File: config.mk
export PLATFORM = sky130hd
export DESIGN_NAME = uart_tx_device
export DESIGN_NICKNAME = d
export VERILOG_FILES = /design/src/rtl/uart_tx_device.sv
export SDC_FILE = /design/constraint.sdc
export NUM_CORES = 1
export LEC_CHECK = 0
export ABC_CLOCK_PERIOD_IN_PS = 3200
export BUFFER_PORTS_ARGS = -buffer_cell sky130_fd_sc_hd__buf_2
export CORE_MARGIN = 2
export CORE_UTILIZATION = 44
export CTS_BUF_LIST = sky130_fd_sc_hd__clkbuf_4 sky130_fd_sc_hd__clkbuf_8 sky130_fd_sc_hd__clkbuf_16
export DETAILED_ROUTE_END_ITERATION = 8
export PLACE_DENSITY = 0.84
export SLEW_MARGIN = 40
export SYNTH_ARGS = -nofsm -noshare
export SYNTH_HDL_FRONTEND = slang
export SYNTH_SLANG_ARGS = --single-unit
File: constraint.sdc
create_clock -name clk -period 3.2 [get_ports clk]
set_clock_uncertainty 0.1 [all_clocks]
set_input_delay 0.32 -clock clk [delete_from_list [all_inputs] [get_ports clk]]
set_output_delay 0.32 -clock clk [all_outputs]
set_load 0.005 [all_outputs]
File: src/rtl/uart_tx_device.sv
// Memory-mapped 8N1 UART transmitter with a polled status register.
// Define UART_TX_BUFFER_EN to add a one-byte holding register for gapless frames.
module uart_tx_device #(
  parameter int unsigned CLK_FREQ         = 27_000_000,
  parameter int unsigned BAUD_RATE        = 9600,
  parameter logic [31:0] ADDRESS_UART_OUT = 32'h0000_000e
) (
  input  logic        clk,
  input  logic        rst_n,
  input  logic [31:0] address,
  input  logic [31:0] data_in,
  input  logic        write_enable,
  output logic [31:0] data_out,
  output logic        uart_tx
);

  localparam int unsigned BIT_TIME = CLK_FREQ / BAUD_RATE;
  localparam int unsigned CW       = (BIT_TIME > 2) ? $clog2(BIT_TIME) : 1;
  localparam logic [CW-1:0] CNT_LAST = CW'(BIT_TIME - 1);

  generate
    if (BIT_TIME < 2) begin : g_bit_time_check
      $error("uart_tx_device: CLK_FREQ / BAUD_RATE must be at least 2");
    end
  endgenerate

  typedef enum logic [1:0] {IDLE, START, DATA, STOP} state_t;

  state_t          state_q, state_d;
  logic [CW-1:0]   cnt_q, cnt_d;
  logic [2:0]      bit_q, bit_d;
  logic [7:0]      shift_q, shift_d;
  logic            tx_q, tx_d;
  logic            full;
  logic            accept;
  logic            bit_end;
  logic            unused_upper;

`ifdef UART_TX_BUFFER_EN
  logic [7:0]      hold_q, hold_d;
  logic            hold_vld_q, hold_vld_d;
  assign full = hold_vld_q;
`else
  assign full = (state_q != IDLE);
`endif

  assign accept       = write_enable && (address == ADDRESS_UART_OUT) && !full;
  assign bit_end      = (cnt_q == CNT_LAST);
  assign unused_upper = ^data_in[31:8];

  always_comb begin
    state_d = state_q;
    cnt_d   = cnt_q + CW'(1);
    bit_d   = bit_q;
    shift_d = shift_q;
`ifdef UART_TX_BUFFER_EN
    hold_d     = hold_q;
    hold_vld_d = hold_vld_q;
`endif
    unique case (state_q)
      IDLE: begin
        cnt_d = '0;
        if (accept) begin
          shift_d = data_in[7:0];
          state_d = START;
        end
      end
      START: if (bit_end) state_d = DATA;
      DATA: begin
        if (bit_end) begin
          cnt_d = '0;
          if (bit_q == 3'd7) state_d = STOP;
          else               bit_d   = bit_q + 3'd1;
        end
      end
      STOP: begin
        if (bit_end) begin
          state_d = IDLE;
`ifdef UART_TX_BUFFER_EN
          // Held byte wins; otherwise a write landing now bypasses straight in.
          if (hold_vld_q) begin
            shift_d    = hold_q;
            hold_vld_d = 1'b0;
            state_d    = START;
          end else if (accept) begin
            shift_d = data_in[7:0];
            state_d = START;
          end
`endif
        end
      end
      default: state_d = IDLE;
    endcase
`ifdef UART_TX_BUFFER_EN
    if (accept && (state_q != IDLE) && !((state_q == STOP) && bit_end)) begin
      hold_d     = data_in[7:0];
      hold_vld_d = 1'b1;
    end
`endif
    if (state_d != state_q) begin
      cnt_d = '0;
      bit_d = '0;
    end
    // Line level is registered from the next state so it changes with the state.
    unique case (state_d)
      START:   tx_d = 1'b0;
      DATA:    tx_d = shift_d[bit_d];
      default: tx_d = 1'b1;
    endcase
  end

  always_ff @(posedge clk) begin
    if (!rst_n) begin
      state_q <= IDLE;
      cnt_q   <= '0;
      bit_q   <= '0;
      shift_q <= '0;
      tx_q    <= 1'b1;
`ifdef UART_TX_BUFFER_EN
      hold_q     <= '0;
      hold_vld_q <= 1'b0;
`endif
    end else begin
      state_q <= state_d;
      cnt_q   <= cnt_d;
      bit_q   <= bit_d;
      shift_q <= shift_d;
      tx_q    <= tx_d;
`ifdef UART_TX_BUFFER_EN
      hold_q     <= hold_d;
      hold_vld_q <= hold_vld_d;
`endif
    end
  end

  assign uart_tx  = tx_q;
  assign data_out = (address == ADDRESS_UART_OUT) ? {31'b0, full} : 32'h0000_0000;

endmodule

After elaboration in Yosys (flattened, before gate mapping):

Cells that the tools add are included.

* register bits after elaboration: 26
* input bits: 67
* output and inout port bits: 33
* logic and storage cells: 42

* $add $sub $neg: 2
* order comparisons: 1
* eq/ne operators: 9
* mux-type cells: 18
* bitwise operators: 1
* reduce and logical (&&, ||, !) cells: 6

Operator list (count)
* $eq A32 B4 Y1 const B: 1
* $pmux W12 S2: 1
* $mux W8: 2
* $add A12 B1 Y12 const B: 1
* $eq A12 B12 Y1 const B: 1
* $mux W12: 1
* $mux W3: 4
* $mux W2: 5
* $pmux W2 S4: 1
* $eq A2 B2 Y1 const B: 3
* $eq A2 B1 Y1 const B: 2
* $lt A3 B4 Y1 const B: 1
* $add A3 B1 Y3 const B: 1
* $bmux W1 S3: 1
* $eq A3 B3 Y1 const B: 1
* $logic_and A1 B1 Y1: 2
* $logic_not A2 Y1: 1
* $mux W1: 2
* $ne A2 B2 Y1: 1
* $pmux W1 S2: 1
* $reduce_bool A2 Y1: 1
* $reduce_or A2 Y1: 1
* $logic_not A1 Y1: 1
* $not A1 Y1: 1

Logic depth before layout (Yosys ltp):

* depth in word-level cells: 10
* depth in mapped cells: 9
* depth with buffers taken out: 8

Least setup slack after synthesis:

Ideal clock, no wire load.

* kind: input to register
* start point: input port address[20]
* end point: register tx_q (netlist: uart_tx)
* library setup time: 142 ps
* arrival time: 2358 ps
* data required time: 2958 ps
* slack: 600 ps
* stages: 8
* buffers on the path: 1
* path through: nor4_2 > nand4_2 > or4_4 > buf_6 > mux2_4 > mux2_4 > a2111oi_4 > a211oi_2

* word-level cells in the longest chain between the ends: 10
* elaborated cells between the ends (all ways): 14
* classes of those cells: eq/ne: 4; mux: 8; reduce/logical: 2

Ends and longest elaborated chain
* from (decl): line 10 `input logic [31:0] address,`
* $eq A32 B4 Y1 (*): line 47 `assign accept = write_enable && (address == ADDRESS_UART_OUT) && !full;`
* $logic_and A1 B1 Y1 (*) (2 in series): line 47
* $mux W2: line 63 `if (accept) begin`
* $pmux W2 S4: line 60 `unique case (state_q)`
* $ne A2 B2 Y1: line 100 `if (state_d != state_q) begin`
* $mux W3: line 100
* $bmux W1 S3: line 107 `DATA: tx_d = shift_d[bit_d];`
* $mux W1 (implied by the code): line 107
* $pmux W1 S2 (*): line 105 `unique case (state_d)`
* to (signal assigned): line 128 `tx_q <= tx_d;`
* to (decl): line 33 `logic tx_q, tx_d;`

Every way passes the cells marked *; elsewhere a longest branch is shown, timed or not. The select of a mux whose other input is x is not followed.
A chain may end at the register's enable or synchronous reset.

Worst setup path in the final report:

* start point: register cnt_q[0]
* end point: register tx_q (netlist: uart_tx)

* word-level cells in the longest chain between the ends: 8
* elaborated cells between the ends (all ways): 14
* classes of those cells: eq/ne: 4; mux: 10

Ends and longest elaborated chain
* from (decl): line 30 `logic [CW-1:0] cnt_q, cnt_d;`
* from (signal assigned): line 125 `cnt_q <= cnt_d;`
* $eq A12 B12 Y1 (*): line 48 `assign bit_end = (cnt_q == CNT_LAST);`
* $mux W2 (on tied branches): line 77, 68, 70
* $pmux W2 S4: line 60
* $ne A2 B2 Y1: line 100
* $mux W3: line 100
* $bmux W1 S3: line 107
* $mux W1 (implied by the code): line 107
* $pmux W1 S2 (*): line 105

Marked as above.

==> summary.md <==
| Metric | Value |
|---|---|
| Status | finished clean |
| IO Count | 100 |
| Clock share of power | 0.364 |
| Most frequent cells after synthesis | 31 x buf_4, 29 x nand2_1, 26 x dfxtp_1 |
| Internal power | 0.456 mW |
| Initial antenna violation count | 0 |
| Hold Path Class | primary input to flop |
| Remaining global-route overflow | 0 |
| Critical path capture point type | flop |
| Routed vias | 1533 |
| Cells after DPL | 302 |
| Synthesis warning total | 0 |
| CTS tree | yes |
| DR iter-0 viols | 50 |
| Synth Area in Adders | 0.0140 |
| Mean Syn Cell Area | 8.35 µm² |
| Crit path kind | flop to flop |
| Crit-path max FO | 9 |
| Hpwl dp | 2830 µm |
| Synth area leader | dfxtp_1 |
| Number of setup buffers added after CTS | 0 |
| Area of the core | 0.00394 mm² |
| Root buffer cell | clkbuf_8 |
| PD cells | 292 mW/mm² |
| Top cell type's share of synthesized area | 0.291 |
| Post-layout min period | 2.85 ns |
| Rows | 23 |
| Crit path launch type | flop |
| FF-to-FF setup slack | 0.35 ns |
| Worst setup path endpoint | uart_tx$_SDFF_PN1_ |
| Worst-Margin Slew | 0.565 ns |
| Sequential Power Share | 0.558 |
| Fillers | 348 |
| Sequential element share of the synthesized area | 0.291 |
| CP cell instances | ha_1, nand3_1, or3_1, or3_1, a31o_2, nor3_2, a2111oi_4, a211oi_2 |
| Count of final setup violators | 0 |
| Critical Path Start | cnt_q[0]$_SDFF_PP0_ |
| First-pass GRT wire length | 5980 µm |
| Cell mode on critical path | or3_1 |
| # DRC | 0 |
| Switch Pwr | 0.123 mW |
| Gpl congestion | 0.877 |
| Leakage Power | 0.765 nW |
| Worst r2r path cells | 8 |
| Period utilisation layout | 0.890 |
| Worst VDD drop | 0.170 mV |
| Compound-cell area share of the yosys netlist | 0.131 |
| Initial Utilization | 0.453 |
| Sw Ratio | 0.212 |
| Synthesized flop and latch total | 26 |
| Hold_buf cts | 0 |
| Worst EP arrival | 2.94 ns |
| Combinational power share | 0.078 |
| Drt pass-1 iters | 4 |
| Setup TNS | 0 ns |
| Count leader, synth | buf_4 |
| Clock buffer depth | 2 |
| Simple logic cell fraction of the synthesized area | 0.302 |
| Fin. Hold Viols | 0 |
| Clock-pin slew on the worst setup and hold paths | 0.09 ns |
| Chip Height | 67.7 µm |
| Port bufs | 44 |
| Final nets | 326 |
| Vias in the first global route | 1421 |
| Fraction of registers with async set/reset | 0 |
| Antenna Cells | 0 |
| Sink Count | 26 |
| Wirelength per Cell | 11.7 µm |
| Post-synthesis xor/xnor area fraction | 0.0490 |
| H-Tree Depth | 1 |
| Via/cell ratio | 5.01 |
| Worst-Skew Late Latency | 0.27 ns |
| Die area | 0.00459 mm² |
| Synth area leaders | dfxtp_1 29%, buf_4 13%, nand2_1 6.1% |
| Max Cap Viol | 0 |
| Post_cts resized | 0 |
| Die width | 67.7 µm |
| Reg2reg start | cnt_q[0]$_SDFF_PP0_ |
| Slew HR | 0.620 |
| Slowest stage cell, crit path | or3_1 |
| Critical path required time | 3.29 ns |
| Total global-route track usage | 0.169 |
| Post-synthesis mux area share | 0.0483 |
| RSZ-0062 raised after global routing | no |
| Largest net degree at the start of global routing | 15 |
| Peak Freq | 351 MHz |
| Max-slew violations | 0 |
| Overall routed net length | 3570 µm |
| Post-synthesis cell type count | 53 |
| Non-filler cells, final | 306 |
| Syn Inst Count | 214 |
| Max incr delay on CP | 0.59 ns |
| Inserted Clock Buffers | 3 |
| Post-synth EDFFs | 0 |
| R2r endpoint | uart_tx$_SDFF_PN1_ |
| Main combinational cell family by area after synthesis | simple AND/OR/NAND/NOR gates |
| Fraction of layout cells with a size suffix above 1 | 0.254 |
| Main synth FF type | dfxtp_1 |
| Post-DRT Antenna Nets | 0 |
| Mapped Area | 0.00179 mm² |
| Layout area overhead | 10.9% |
==> flip-flops by register name, summed over array words and instances (netlist names) <==
name     cells
bit_q        3
cnt_q       12
shift_q      8
state_q      2
uart_tx      1
==> worst min-delay path by stage <==
stage / startpoint / depth (start not counted) / slack (ns) / end
4_1_cts: data_in[5] / 3 / 0.19 / shift_q[5]$_SDFF_PN0_
5_1_grt: data_in[5] / 3 / 0.21 / shift_q[5]$_SDFF_PN0_
2_1_floorplan: cnt_q[0]$_SDFF_PP0_ / 1 / 0.33 / cnt_q[0]$_SDFF_PP0_
3_3_place_gp: cnt_q[0]$_SDFF_PP0_ / 1 / 0.35 / cnt_q[0]$_SDFF_PP0_
3_5_place_dp: cnt_q[0]$_SDFF_PP0_ / 1 / 0.35 / cnt_q[0]$_SDFF_PP0_
6_report: data_in[5] / 3 / 0.19 / shift_q[5]$_SDFF_PN0_
==> power groups by stage <==
stage          clock network, mW  registers, mW  logic (mW)
6_report                   0.211          0.323      0.0450
3_3_place_gp                   0          0.331      0.0436
5_1_grt                    0.231          0.323      0.0519
3_5_place_dp                   0          0.331      0.0445
2_1_floorplan                  0          0.331      0.0431
4_1_cts                    0.217          0.323      0.0445
==> metal layers <==
metal / vias to the layer above / share of wire / GRT usage
met5: - / 0 / 0
met4: 0 / 0.0093 / 0.0536
met1: 716 / 0.43 / 0.197
met2: 36 / 0.52 / 0.300
met3: 5 / 0.044 / 0.0400
li1: 776 / - / -
==> cells in the final DEF (no fill, tap or decap), types with 3 or more instances in the layout <==
cell,n
nor4_1,6
nand4_1,3
mux2_4,3
conb_1,31
o21ai_0,5
nor2_1,18
xor2_1,7
mux2i_1,3
or3_1,5
dfxtp_1,26
buf_2,44
a21boi_0,6
clkbuf_8,4
nor3_1,5
a21oi_1,5
xnor2_1,3
nand3_1,5
inv_1,7
nand2_1,29
and2_1,4
==> cell type report <==
cell class,instances,area [µm²],share of cell area
repair buffers,45,228,0.115
clock buffers,4,55.1,0.0278
multi-input cells,174,1090,0.550
well taps,50,62.6,0.0316
flip-flops and latches,26,520,0.263
inverters,7,26.3,0.0133
==> critical path, delay by kind of cell, from the launching register on <==
family,cells,cell delay (ns)
compound gates,3,0.54
flops,1,0.39
fa+ha+maj,1,0.23
simple gates,4,1.50
==> kinds of logic (layout without fill, tap and decap cells) <==
kind of cell	after synthesis	in the layout
adders and majority gates	2	2
xor gates and xnor gates	10	10
and+or+nand+nor	94	94
AOI/OAI and AO/OA	30	30
other	1	31
DFF	26	26
muxes	7	7
buffers and inverters	44	56
==> through the flow <==
stage	total power [mW]	worst slack, ns	utilization	hold slack (ns)	cell area [µm²]
floorplan	0.374	0.600	-	0.330	1900
global placement	0.374	0.413	0.488	0.347	1930
detailed placement	0.375	0.393	0.488	0.354	1930
CTS	0.585	0.382	0.502	0.192	1980
global route	0.606	0.180	0.502	0.208	1980
finish	0.579	0.352	0.502	0.193	1980
Note: power is estimated with default switching activity, not from simulation.
